### src/rtl/axi_lite_reg_bank_pkg.sv
// Shared types for the AXI4-Lite register bank: response codes, default channel
// structs and the register-index width helper.
package axi_lite_reg_bank_pkg;

  localparam int unsigned AxiLiteAddrWidth = 32;
  localparam int unsigned AxiLiteDataWidth = 32;
  localparam int unsigned AxiLiteStrbWidth = AxiLiteDataWidth / 8;

  typedef logic [1:0] axi_resp_code_t;

  localparam axi_resp_code_t RESP_OKAY   = 2'b00;
  localparam axi_resp_code_t RESP_EXOKAY = 2'b01;
  localparam axi_resp_code_t RESP_SLVERR = 2'b10;
  localparam axi_resp_code_t RESP_DECERR = 2'b11;

  typedef struct packed {
    logic [AxiLiteAddrWidth-1:0] addr;
    logic [2:0]                  prot;
  } axi_lite_aw_t;

  typedef struct packed {
    logic [AxiLiteDataWidth-1:0] data;
    logic [AxiLiteStrbWidth-1:0] strb;
  } axi_lite_w_t;

  typedef struct packed {
    axi_resp_code_t resp;
  } axi_lite_b_t;

  typedef struct packed {
    logic [AxiLiteAddrWidth-1:0] addr;
    logic [2:0]                  prot;
  } axi_lite_ar_t;

  typedef struct packed {
    logic [AxiLiteDataWidth-1:0] data;
    axi_resp_code_t              resp;
  } axi_lite_r_t;

  typedef struct packed {
    axi_lite_aw_t aw;
    logic         aw_valid;
    axi_lite_w_t  w;
    logic         w_valid;
    logic         b_ready;
    axi_lite_ar_t ar;
    logic         ar_valid;
    logic         r_ready;
  } axi_lite_req_t;

  typedef struct packed {
    logic        aw_ready;
    logic        w_ready;
    axi_lite_b_t b;
    logic        b_valid;
    logic        ar_ready;
    axi_lite_r_t r;
    logic        r_valid;
  } axi_lite_resp_t;

  // Index width never collapses to zero, even for a single register.
  function automatic int unsigned reg_idx_width(input int unsigned n);
    return (n > 1) ? $clog2(n) : 1;
  endfunction

endpackage

### src/rtl/axi_lite_reg_bank_hold.sv
// One-entry holding register: captures a payload that arrived without its
// partner channel and releases it when the write commits.
module axi_lite_reg_bank_hold #(
  parameter type T = logic
) (
  input  logic clk_i,
  input  logic rst_ni,
  input  logic load_i,
  input  logic clear_i,
  input  T     data_i,
  output logic full_o,
  output T     data_o
);

  logic full_q, full_d;
  T     data_q, data_d;

  // Clear has priority: a commit always drains the entry.
  always_comb begin
    full_d = full_q;
    data_d = data_q;
    if (clear_i) begin
      full_d = 1'b0;
    end else if (load_i) begin
      full_d = 1'b1;
      data_d = data_i;
    end
  end

  // Entry state.
  always_ff @(posedge clk_i or negedge rst_ni) begin
    if (!rst_ni) begin
      full_q <= 1'b0;
      data_q <= '0;
    end else begin
      full_q <= full_d;
      data_q <= data_d;
    end
  end

  assign full_o = full_q;
  assign data_o = data_q;

endmodule

### src/rtl/axi_lite_reg_bank.sv
// AXI4-Lite register bank: NoRegs software-visible registers with parallel
// hardware load/observe ports and native SLVERR/DECERR responses.
module axi_lite_reg_bank
  import axi_lite_reg_bank_pkg::*;
#(
  parameter int unsigned                           NoRegs       = 8,
  parameter int unsigned                           AxiAddrWidth = 32,
  parameter int unsigned                           AxiDataWidth = 32,
  parameter logic [NoRegs-1:0][AxiDataWidth-1:0]   RegRstVal    = '0,
  parameter logic [NoRegs-1:0]                     ReadOnly     = '0,
  parameter type                                   axi_req_t    = axi_lite_req_t,
  parameter type                                   axi_resp_t   = axi_lite_resp_t,
  parameter int unsigned                           IdxWidth     = reg_idx_width(NoRegs)
) (
  input  logic                                   clk_i,
  input  logic                                   rst_ni,
  input  axi_req_t                               slv_req_i,
  output axi_resp_t                              slv_resp_o,
  input  logic [NoRegs-1:0][AxiDataWidth-1:0]    reg_d_i,
  input  logic [NoRegs-1:0]                      reg_load_i,
  output logic [NoRegs-1:0][AxiDataWidth-1:0]    reg_q_o,
  output logic [NoRegs-1:0]                      wr_pulse_o
);

  localparam int unsigned StrbWidth = AxiDataWidth / 8;
  localparam int unsigned Offset    = $clog2(StrbWidth);
  localparam int unsigned WBufWidth = AxiDataWidth + StrbWidth;
  localparam logic [AxiAddrWidth-1:0] AddrLimit = AxiAddrWidth'(NoRegs * StrbWidth);

  // Elaboration-time parameter sanity.
  if (NoRegs < 1) begin : g_err_noregs
    $error("axi_lite_reg_bank: NoRegs must be at least 1");
  end
  if ((AxiDataWidth != 32) && (AxiDataWidth != 64)) begin : g_err_width
    $error("axi_lite_reg_bank: AxiDataWidth must be 32 or 64");
  end

  // Register state
  logic [NoRegs-1:0][AxiDataWidth-1:0] reg_q, reg_d;
  logic [NoRegs-1:0]                   wr_pulse_q, wr_pulse_d;
  logic                                b_valid_q, b_valid_d;
  axi_resp_code_t                      b_resp_q, b_resp_d;
  logic                                r_valid_q, r_valid_d;
  logic [AxiDataWidth-1:0]             r_data_q, r_data_d;
  axi_resp_code_t                      r_resp_q, r_resp_d;

  // Write path
  logic                    aw_full, w_full;
  logic                    aw_fire, w_fire, commit;
  logic [AxiAddrWidth-1:0] aw_buf_addr, wr_addr;
  logic [WBufWidth-1:0]    w_buf, w_in, w_cur;
  logic [AxiDataWidth-1:0] wr_data;
  logic [StrbWidth-1:0]    wr_strb;
  logic [IdxWidth-1:0]     wr_idx;
  logic                    wr_decerr;
  axi_resp_code_t          wr_resp;
  logic                    wr_ok;

  // Read path
  logic                    ar_ready, ar_fire;
  logic [IdxWidth-1:0]     rd_idx;
  logic                    rd_decerr;

  logic unused_bits;

  // Handshakes and commit: a write retires when both halves are present and
  // the B slot is free (or being freed this cycle).
  always_comb begin
    aw_fire = slv_req_i.aw_valid && !aw_full;
    w_fire  = slv_req_i.w_valid && !w_full;
    commit  = (aw_full || aw_fire) && (w_full || w_fire) &&
              (!b_valid_q || slv_req_i.b_ready);
  end

  axi_lite_reg_bank_hold #(
    .T(logic [AxiAddrWidth-1:0])
  ) u_aw_hold (
    .clk_i  (clk_i),
    .rst_ni (rst_ni),
    .load_i (aw_fire && !commit),
    .clear_i(commit),
    .data_i (slv_req_i.aw.addr),
    .full_o (aw_full),
    .data_o (aw_buf_addr)
  );

  assign w_in = {slv_req_i.w.data, slv_req_i.w.strb};

  axi_lite_reg_bank_hold #(
    .T(logic [WBufWidth-1:0])
  ) u_w_hold (
    .clk_i  (clk_i),
    .rst_ni (rst_ni),
    .load_i (w_fire && !commit),
    .clear_i(commit),
    .data_i (w_in),
    .full_o (w_full),
    .data_o (w_buf)
  );

  // Write decode: held payload wins over the live channel.
  always_comb begin
    wr_addr   = aw_full ? aw_buf_addr : slv_req_i.aw.addr;
    w_cur     = w_full ? w_buf : w_in;
    wr_data   = w_cur[WBufWidth-1 -: AxiDataWidth];
    wr_strb   = w_cur[StrbWidth-1:0];
    wr_idx    = wr_addr[Offset +: IdxWidth];
    wr_decerr = (wr_addr >= AddrLimit);
    if (wr_decerr) begin
      wr_resp = RESP_DECERR;
    end else if (ReadOnly[wr_idx]) begin
      wr_resp = RESP_SLVERR;
    end else begin
      wr_resp = RESP_OKAY;
    end
    wr_ok = commit && (wr_resp == RESP_OKAY);
  end

  // Read decode.
  always_comb begin
    ar_ready  = !r_valid_q || slv_req_i.r_ready;
    ar_fire   = slv_req_i.ar_valid && ar_ready;
    rd_idx    = slv_req_i.ar.addr[Offset +: IdxWidth];
    rd_decerr = (slv_req_i.ar.addr >= AddrLimit);
  end

  // Register next state: hardware load first, then strobed bus bytes override.
  always_comb begin
    reg_d      = reg_q;
    wr_pulse_d = '0;
    for (int unsigned k = 0; k < NoRegs; k++) begin
      if (reg_load_i[k]) begin
        reg_d[k] = reg_d_i[k];
      end
      if (wr_ok && (wr_idx == IdxWidth'(k))) begin
        wr_pulse_d[k] = 1'b1;
        for (int unsigned b = 0; b < StrbWidth; b++) begin
          if (wr_strb[b]) begin
            reg_d[k][8*b +: 8] = wr_data[8*b +: 8];
          end
        end
      end
    end
  end

  // B and R channel next state; R samples the pre-update register contents.
  always_comb begin
    b_valid_d = b_valid_q;
    b_resp_d  = b_resp_q;
    r_valid_d = r_valid_q;
    r_data_d  = r_data_q;
    r_resp_d  = r_resp_q;
    if (commit) begin
      b_valid_d = 1'b1;
      b_resp_d  = wr_resp;
    end else if (slv_req_i.b_ready) begin
      b_valid_d = 1'b0;
    end
    if (ar_fire) begin
      r_valid_d = 1'b1;
      r_data_d  = rd_decerr ? '0 : reg_q[rd_idx];
      r_resp_d  = rd_decerr ? RESP_DECERR : RESP_OKAY;
    end else if (slv_req_i.r_ready) begin
      r_valid_d = 1'b0;
    end
  end

  // State registers.
  always_ff @(posedge clk_i or negedge rst_ni) begin
    if (!rst_ni) begin
      reg_q      <= RegRstVal;
      wr_pulse_q <= '0;
      b_valid_q  <= 1'b0;
      b_resp_q   <= RESP_OKAY;
      r_valid_q  <= 1'b0;
      r_data_q   <= '0;
      r_resp_q   <= RESP_OKAY;
    end else begin
      reg_q      <= reg_d;
      wr_pulse_q <= wr_pulse_d;
      b_valid_q  <= b_valid_d;
      b_resp_q   <= b_resp_d;
      r_valid_q  <= r_valid_d;
      r_data_q   <= r_data_d;
      r_resp_q   <= r_resp_d;
    end
  end

  // Response bundle.
  always_comb begin
    slv_resp_o          = '0;
    slv_resp_o.aw_ready = !aw_full;
    slv_resp_o.w_ready  = !w_full;
    slv_resp_o.b_valid  = b_valid_q;
    slv_resp_o.b.resp   = b_resp_q;
    slv_resp_o.ar_ready = ar_ready;
    slv_resp_o.r_valid  = r_valid_q;
    slv_resp_o.r.data   = r_data_q;
    slv_resp_o.r.resp   = r_resp_q;
  end

  assign reg_q_o     = reg_q;
  assign wr_pulse_o  = wr_pulse_q;
  assign unused_bits = ^{slv_req_i.aw.prot, slv_req_i.ar.prot};

`ifndef SYNTHESIS
  // Masters must hold valid and payload until the handshake.
  a_aw_stable: assert property (@(posedge clk_i) disable iff (!rst_ni)
    (slv_req_i.aw_valid && !slv_resp_o.aw_ready) |=>
    (slv_req_i.aw_valid && $stable(slv_req_i.aw)))
    else $error("AW valid/payload changed before handshake");
  a_w_stable: assert property (@(posedge clk_i) disable iff (!rst_ni)
    (slv_req_i.w_valid && !slv_resp_o.w_ready) |=>
    (slv_req_i.w_valid && $stable(slv_req_i.w)))
    else $error("W valid/payload changed before handshake");
  a_ar_stable: assert property (@(posedge clk_i) disable iff (!rst_ni)
    (slv_req_i.ar_valid && !slv_resp_o.ar_ready) |=>
    (slv_req_i.ar_valid && $stable(slv_req_i.ar)))
    else $error("AR valid/payload changed before handshake");
`endif

endmodule
### config.mk
export PLATFORM = sky130hd
export DESIGN_NAME = axi_lite_reg_bank
export DESIGN_NICKNAME = d
export VERILOG_FILES = /design/src/rtl/axi_lite_reg_bank_pkg.sv /design/src/rtl/axi_lite_reg_bank_hold.sv /design/src/rtl/axi_lite_reg_bank.sv
export SDC_FILE = /design/constraint.sdc
export NUM_CORES = 1
export LEC_CHECK = 0
export CORE_AREA = 2 2 267 269
export DETAILED_ROUTE_END_ITERATION = 7
export DIE_AREA = 0 0 269 271
export SLEW_MARGIN = 40
export SYNTH_ARGS = -nofsm -noshare
export SYNTH_HDL_FRONTEND = slang
export SYNTH_SLANG_ARGS = --single-unit
### constraint.sdc
create_clock -name clk_i -period 3.6 [get_ports clk_i]
set_clock_uncertainty 0.15 [all_clocks]
set_input_delay 1.08 -clock clk_i [delete_from_list [all_inputs] [get_ports clk_i]]
set_output_delay 1.08 -clock clk_i [all_outputs]
set_load 0.05 [all_outputs]
### Word level (Yosys, flattened, before mapping)

Memory sizes are Yosys's and may differ from the RTL's.
Cells that the tools add are included.

| word-level totals | value |
|---|---|
| input port bits | 377 |
| flip-flop bits (word level) | 372 |
| bits in read-only memories | 8 |
| word-level logic and storage cells | 137 |
| memories | 1 |
| output and inout bits | 305 |

Memories:

| memory | depth | bits a word | read ports | clocked after memory_dff | wr ports | RTL line | RTL |
|---|---|---|---|---|---|---|---|
| (no name shown) | 8 | 1 | 1 | 0 | 0 | axi_lite_reg_bank.sv:111 | `end else if (ReadOnly[wr_idx]) begin` |

| cells by class | value |
|---|---|
| reductions and logical operators | 33 |
| order comparisons | 4 |
| bitwise operators | 1 |
| mux-type cells | 73 |
| eq/ne operators | 7 |

Operator list:

| operator | number |
|---|---|
| 32-bit 2-to-1 mux | 19 |
| 8-bit 2-to-1 mux | 32 |
| 32-bit binary-select mux with 3-bit select | 1 |
| 32-bit by 6-bit greater-or-equal comparator with 1-bit output, second input constant | 2 |
| 36-bit 2-to-1 mux | 1 |
| 1-bit 2-to-1 mux | 17 |
| 1-bit logical AND | 16 |
| 3-bit equality test, second input constant | 4 |
| 3-bit by 4-bit < comparator with 1-bit output, second input constant | 2 |
| 2-bit nonzero test | 4 |
| 3-bit by 2-bit equality test with 1-bit output, second input constant | 2 |
| 2-bit 2-to-1 mux | 3 |
| 1-bit logical NOT | 5 |
| 1-bit logical OR | 4 |
| 2-bit AND reduction | 2 |
| 3-bit by 1-bit equality test with 1-bit output, second input constant | 1 |
| 3-bit logical NOT | 1 |
| 2-bit logical NOT | 1 |
| 1-bit inverter | 1 |

### Longest topological paths before layout

Gate-level depths: netlist of the first run.

| depth | value |
|---|---|
| depth in word-level cells | 9 |
| depth in mapped cells | 9 |
| mapped depth without buffers | 5 |

### Cells and area by module

A second synthesis of the first run with hierarchy kept.

| second synthesis, totals | value |
|---|---|
| cell total of the unflattened synthesis | 1481 |
| area, all modules | 19132.1 µm² |

Modules (own cells, without submodules):

| module | sequential area each (µm²) | instances | area an instance (µm²) | cells each |
|---|---|---|---|---|
| axi_lite_reg_bank | 7507.2 | 1 | 16195.5 | 1329 |
| axi_lite_reg_bank_hold at u_w_hold | 925.9 | 1 | 1545.2 | 80 |
| axi_lite_reg_bank_hold at u_aw_hold | 825.8 | 1 | 1391.3 | 72 |

### Least setup slack after synthesis of the first run

OpenSTA, ideal clock, no wires.

| timing path | value |
|---|---|
| path kind | input to register |
| start | input slv_req_i[88] (netlist name) |
| end | register reg_q, in the netlist reg_q_o[128] |
| path buffers | 2 |
| arrival | 2767 ps |
| cell stages on the path | 7 |
| required time | 3295 ps |
| library setup time | 155 ps |
| setup slack | 528 ps |
| path through | nor4_1 and3_1 o211ai_1 buf_2 clkbuf_1 nor4_2 o22ai_1 |

RTL lines:

| item | RTL line | RTL |
|---|---|---|
| start: declaration | axi_lite_reg_bank.sv:17 | `input axi_req_t slv_req_i,` |
| end signal: assignment | axi_lite_reg_bank.sv:171 | `reg_q <= RegRstVal;` |
| end signal: assignment | axi_lite_reg_bank.sv:179 | `reg_q <= reg_d;` |
| end: declaration | axi_lite_reg_bank.sv:39 | `logic [NoRegs-1:0][AxiDataWidth-1:0] reg_q, reg_d;` |

==> results.py, run 1 <==
metrics = {
    "finish": {
        "final_common_cell": "clkdlybuf4s50_1",
        "regArea_sq_um": 9210,
        "instances_no_fill": 3105,
        "area_growth_pct": 55.83,
        "layout-drive-gt1-share_pct": 21.34,
        "most-common-layout-cells": "clkdlybuf4s50_1, dfrtp_1, mux2i_1",
        "design_area_sq_um": 28660,
        "multi_input_area_sq_um": 8722,
        "fin_nets": 2501,
        "utilization_pct": 41.07,
        "fill_cells": 6533,
    },
    "die": {
        "rows": 97,
        "die_w_microns": 269,
        "die-area_sq_um": 72900,
        "core_area_sq_um": 69790,
        "pin_count": 682,
        "die_height_microns": 271,
        "start_util_pct": 26.36,
    },
    "synth": {
        "syn-num-nets": 1789,
        "synthesis.area_sq_um": 18390,
        "ys_ff_latch": 368,
        "synth_xor_area_share_pct": 0,
        "synthAdderAreaFrac_pct": 0,
        "postSynthCellCount": 1412,
        "synth_top_family_by_area": "multiplexers",
        "synthMuxAreaShare_pct": 31.98,
        "synth_area_per_cell_sq_um": 13.03,
        "yosys.area_share.simple_pct": 6.027,
        "synth-seq-area-share_pct": 50.06,
        "yosysWarnings": 0,
        "synth_compound_gate_area_share_pct": 9.203,
        "yosysUniqueCellTypes": 39,
    },
    "pwr": {
        "clkPwrFrac_pct": 30.3,
        "swShare_pct": 36.12,
        "power.internal_w": 0.009507,
        "p_leak_nw": 11.78,
        "powerDensity_nw_per_um2": 519.2,
        "ir_drop_v": 0.0002760,
        "p_switching_w": 0.005376,
        "seqPwrFrac_pct": 35.9,
        "p_comb_share_pct": 33.8,
    },
    "clocking": {
        "hold_buffers": 0,
        "cts_buffers": 44,
        "ctsResizeCount": 0,
        "clock_latency_ns": 0.57,
        "cts_setup_buffers": 0,
        "clockBufferDepth": 3,
        "cts_tree": "yes",
        "cts_sinks": 368,
        "clk_transition_reported_paths_ns": 0.06,
        "clockRootBuffer": "clkbuf_16",
        "htreeDepth": 2,
    },
    "global_routing": {
        "grt_overflow": 0,
        "grt_max_degree": 86,
        "use_met1_pct": 30.58,
        "grtUsageTotal_pct": 24.03,
        "met2_usage_pct": 39.18,
        "busiest_layer": "met2",
        "gr-usage-met3_pct": 5.434,
        "first_global_vias": 17261,
        "grt_pass1_wl_mm": 125.8,
        "antenna_found_initial": 13,
    },
    "sta": {
        "finalCritPeriodShare_pct": 94.99,
        "final.setup.tns_ns": 0,
        "final-setup-viol-count": 0,
        "slew_viol_final": 0,
        "slew_headroom_pct": 46.25,
        "fin_crit_ns": 3.420,
        "hold_violations": 0,
        "tightest_slew_ns": 0.8062,
        "rsz0062_at_grt": "no",
        "fmax_mhz": 292.4,
    },
    "setup_path": {
        "cp.arrival_ns": 3.75,
        "crit_path_start_kind": "primary input",
        "end_kind": "flop",
        "path_max_fanout": 13,
        "max_stage_delay_ns": 0.73,
        "crit_family": "simple AND/OR/NAND/NOR gates",
        "crit_type": "in -> reg",
        "slowest_stage": "or4_2",
        "critical_path.cell_chain": "clkdlybuf4s50_1, nor4_1, and3_1, o211ai_1, buf_4, or4_2, buf_4, o22ai_1",
        "crit_required_ns": 3.93,
        "crit_buf_inv": 3,
        "cpMostUsedCell": "buf_4",
    },
    "placement": {
        "placed_cells": 3018,
        "gp_congestion": 0.9178,
        "portBuffers": 671,
        "dpl_cell_area_sq_um": 27190,
        "dp_hpwl_mm": 68.10,
    },
    "routing": {
        "wl_per_cell_microns": 29.28,
        "vias": 16509,
        "avgViaCountPerCell": 5.317,
        "drc": 0,
        "ant_nets": 0,
        "drt-total-wl_mm": 90.90,
        "drt-initial-drc-count": 1272,
        "drt_first_pass_iters": 5,
    },
    "worst_hold_path": {
        "hp-class": "in -> async",
    },
    "flow_run": {
        "drv_cap": 0,
    },
    "status": {
        "status": "complete, no violations",
    },
}
==> synth_stat cells <==
cell type	instances	share of area, %
nor3_1	8	0.22
or3b_2	1	0.048
o2111ai_1	2	0.095
and4_1	1	0.048
and3_1	2	0.068
nor3_2	4	0.22
o22ai_1	225	7.7
o211ai_1	1	0.041
a21oi_2	1	0.048
a2bb2oi_1	1	0.048
o21ai_0	34	0.93
buf_1	12	0.24
nor4_2	8	0.54
a21boi_0	1	0.041
nand3b_1	1	0.041
o41a_1	1	0.061
mux2_2	163	10
mux2i_1	257	14
nand2_1	78	1.6
o22a_1	2	0.095
nor4b_1	1	0.048
nor4_4	16	1.9
a22o_1	1	0.048
buf_4	7	0.29
or3_1	2	0.068
nand3_1	1	0.027
nor4_1	20	0.68
mux2_1	3	0.18
buf_2	10	0.27
clkbuf_1	84	1.7
nand4_1	2	0.068
inv_1	10	0.20
dfrtp_1	368	50
mux4_2	64	7.8
nor2_1	8	0.16
o32a_1	1	0.054
or4_1	6	0.24
o32ai_1	2	0.095
nand2b_1	3	0.10
==> registers in the layout (all words and copies together), names as in the netlist <==
name / flops
u_aw_hold.data_o: 30
b_valid_q: 1
r_resp_q: 1
r_valid_q: 1
u_w_hold.data_o: 36
r_data_q: 32
wr_pulse_o: 8
u_aw_hold.full_o: 1
b_resp_q: 1
u_w_hold.full_o: 1
reg_q_o: 256
==> metal layers <==
layer	up-vias	wire [microns]
met2	834	43060
li1	6938	-
met4	8	3729
met1	8526	36980
met3	203	7093
met5	-	45
==> path summary, 6_finish.rpt <==
path	start	endpoint	slack (ns)	depth (start not counted)
worst max-delay path	slv_req_i[88]	reg_q_o[156]	0.18	8
worst min-delay path	rst_ni	reg_q_o[146]	0.27	1
worst max register to register	u_aw_hold.full_o	reg_q_o[156]	0.44	7
worst min register to register	r_data_q[3]	r_data_q[3]	0.33	2
max in group asynchronous	rst_ni	u_aw_hold.data_o[12]	2.11	3
min in group clk_i	r_data_q[3]	r_data_q[3]	0.33	2
==> power groups by stage <==
stage	registers, W	logic, W	clock network [W]
after global routing	0.00542	0.00525	0.00479
after floorplan	0.00623	0.00194	0
after CTS	0.00534	0.00502	0.00463
final	0.00534	0.00502	0.00451
after detailed placement	0.00541	0.00501	0
after global placement	0.00536	0.00494	0
==> through the flow <==
stage                     hold WS (ns)  worst slack, ns  power, W
after floorplan                 0.3132           0.5277  0.008170
after global placement          0.3165          -0.3078   0.01031
after detailed placement        0.3219          -0.3890   0.01041
after CTS                       0.2591           0.1152   0.01499
after global routing            0.2828          0.07283   0.01545
final                           0.2744           0.1805   0.01488
==> cell type report <==
type | count | share of cell area [%]
Tap cell | 940 | 4.103
Multi-Input combinational cell | 921 | 30.43
Clock inverter | 13 | 0.4496
Inverter | 10 | 0.1310
Clock buffer | 65 | 4.614
Antenna cell | 9 | 0.07858
Sequential cell | 368 | 32.13
Timing Repair Buffer | 779 | 28.06
==> kinds of logic (layout without fill, tap and decap cells) <==
kind of cell	count (synthesis)	in the layout
compound gates	272	272
buf+inv	123	867
other cells	0	9
flops	368	368
mux	487	487
simple gates	162	162
Note: power is estimated with default switching activity, not from simulation.
==> run 2: changes to the inputs <==
--- a/config.mk
+++ b/config.mk
@@ -5,6 +5,7 @@
 export SDC_FILE = /design/constraint.sdc
 export NUM_CORES = 1
 export LEC_CHECK = 0
+export CAP_MARGIN = 0
 export CORE_AREA = 2 2 267 269
 export DETAILED_ROUTE_END_ITERATION = 7
 export DIE_AREA = 0 0 269 271
==> results of run 2 <==
Same layout as run 1: the final DEF is identical, and so are final timing and power.
==> run 3: changes to the inputs <==
--- a/config.mk
+++ b/config.mk
@@ -9,6 +9,7 @@
 export CORE_AREA = 2 2 267 269
 export DETAILED_ROUTE_END_ITERATION = 7
 export DIE_AREA = 0 0 269 271
+export PLACE_DENSITY = 0.53
 export SLEW_MARGIN = 40
 export SYNTH_ARGS = -nofsm -noshare
 export SYNTH_HDL_FRONTEND = slang
==> results.py, run 3 (synthesized netlist as in run 1, its figures left out) <==
metrics = {
    "status": {
        "status": "complete, no violations",
    },
    "finish": {
        "most-common-layout-cells": "clkdlybuf4s50_1, dfrtp_1, mux2i_1",
        "multi_input_area_sq_um": 8717,
        "final_common_cell": "clkdlybuf4s50_1",
        "layout-drive-gt1-share_pct": 21.11,
        "fin_nets": 2502,
        "area_growth_pct": 55.21,
        "regArea_sq_um": 9210,
        "largest_reg_flops": 256,
        "fill_cells": 6676,
    },
    "sta": {
        "rsz0062_at_grt": "no",
        "slew_viol_final": 0,
        "slew_headroom_pct": 42.40,
        "hold_violations": 0,
        "tightest_slew_ns": 0.8640,
        "fmax_mhz": 291.4,
        "final-setup-viol-count": 0,
        "final.setup.tns_ns": 0,
        "fin_crit_ns": 3.432,
        "finalCritPeriodShare_pct": 95.33,
    },
    "setup_path": {
        "critical_path.cell_chain": "clkdlybuf4s50_1, nor4_1, and3_1, o211ai_1, or4_2, buf_4, o22ai_1",
        "crit_buf_inv": 2,
        "max_stage_delay_ns": 0.79,
        "r2r_start": "u_aw_hold.data_o[19]",
        "cp.arrival_ns": 3.75,
        "crit_required_ns": 3.92,
        "slowest_stage": "or4_2",
        "crit_type": "in -> reg",
        "crit_path_start_kind": "primary input",
        "end_kind": "flop",
        "startpoint": "slv_req_i[88]",
        "crit_family": "simple AND/OR/NAND/NOR gates",
        "path_max_fanout": 12,
    },
    "global_routing": {
        "grt_max_degree": 77,
        "first_global_vias": 17448,
        "grt_pass1_wl_mm": 128.7,
        "grt_overflow": 0,
        "grtUsageTotal_pct": 24.59,
        "antenna_found_initial": 24,
    },
    "die": {
        "core_area_sq_um": 69790,
        "die_height_microns": 271,
        "start_util_pct": 26.36,
        "die_w_microns": 269,
        "rows": 97,
        "die-area_sq_um": 72900,
        "pin_count": 682,
    },
    "clocking": {
        "cts_buffers": 45,
        "hold_buffers": 0,
        "cts_tree": "yes",
        "clockRootBuffer": "clkbuf_16",
        "cts_setup_buffers": 0,
        "htreeDepth": 2,
        "cts_sinks": 368,
        "clock_latency_ns": 0.57,
        "clk_transition_reported_paths_ns": 0.06,
        "clockBufferDepth": 3,
        "ctsResizeCount": 0,
    },
    "placement": {
        "dp_hpwl_mm": 69.08,
        "gp_congestion": 0.8821,
        "portBuffers": 671,
    },
    "routing": {
        "wl_per_cell_microns": 29.76,
        "ant_nets": 0,
        "drc": 0,
        "drt_first_pass_iters": 5,
        "vias": 16555,
        "drt-initial-drc-count": 1165,
        "drt-total-wl_mm": 92.47,
        "avgViaCountPerCell": 5.328,
    },
    "flow_run": {
        "drv_cap": 0,
    },
    "pwr": {
        "ir_drop_v": 0.0002839,
        "powerDensity_nw_per_um2": 514.7,
        "p_switching_w": 0.005378,
        "power_w": 0.01469,
        "seqPwrFrac_pct": 36.2,
        "swShare_pct": 36.60,
        "clkPwrFrac_pct": 29.4,
        "p_leak_nw": 11.70,
        "p_comb_share_pct": 34.4,
        "power.internal_w": 0.009317,
    },
    "worst_hold_path": {
        "hp-class": "in -> async",
    },
}
==> run 3: path summary, 6_finish.rpt <==
check | end | depth (start not counted) | slack [ns]
max in group asynchronous | reg_q_o[255] | 2 | 2.07
worst max register to register | reg_q_o[71] | 6 | 0.60
min in group clk_i | r_data_q[26] | 2 | 0.33
worst min-delay path | wr_pulse_o[3] | 1 | 0.29
worst max-delay path | reg_q_o[225] | 7 | 0.17
worst min register to register | r_data_q[26] | 2 | 0.33
==> run 3: through the flow <==
step	std cells	hold WS, ns	worst slack (ns)	area (sq um)	utilization, %
4_1_cts	3091	0.3294	0.2332	28510	40.85
5_1_grt	3106	0.3394	0.08309	28550	40.91
3_5_place_dp	3018	0.3196	-0.3679	27160	38.92
6_report	3107	0.2944	0.1682	28550	40.91
3_3_place_gp	3018	0.3156	-0.2617	27160	38.92
2_1_floorplan	1412	0.3132	0.5277	18390	-
==> run 3: layout make-up <==
cell class / instances / area share, %
diodes: 16 / 0.1402
multi-input cells: 921 / 30.53
clock buffers: 66 / 4.571
flip-flops and latches: 368 / 32.26
well taps: 940 / 4.120
clock inverters: 7 / 0.1578
repair buffers: 779 / 28.08
inverters: 10 / 0.1315
==> run 3: layer usage <==
metal	GRT usage [%]	share of wire (%)	vias to the layer above
li1	-	-	6944
met1	31.37	40	8605
met2	40.63	49	815
met3	5.252	7.7	179
met4	9.284	3.6	12
met5	0	0.083	-
==> run 3: power groups by stage <==
stage,registers (W),clock network (W),logic [W]
2_1_floorplan,0.00623,0,0.00194
3_3_place_gp,0.00534,0,0.00500
3_5_place_dp,0.00538,0,0.00505
4_1_cts,0.00531,0.00440,0.00507
5_1_grt,0.00539,0.00457,0.00531
6_report,0.00532,0.00431,0.00506
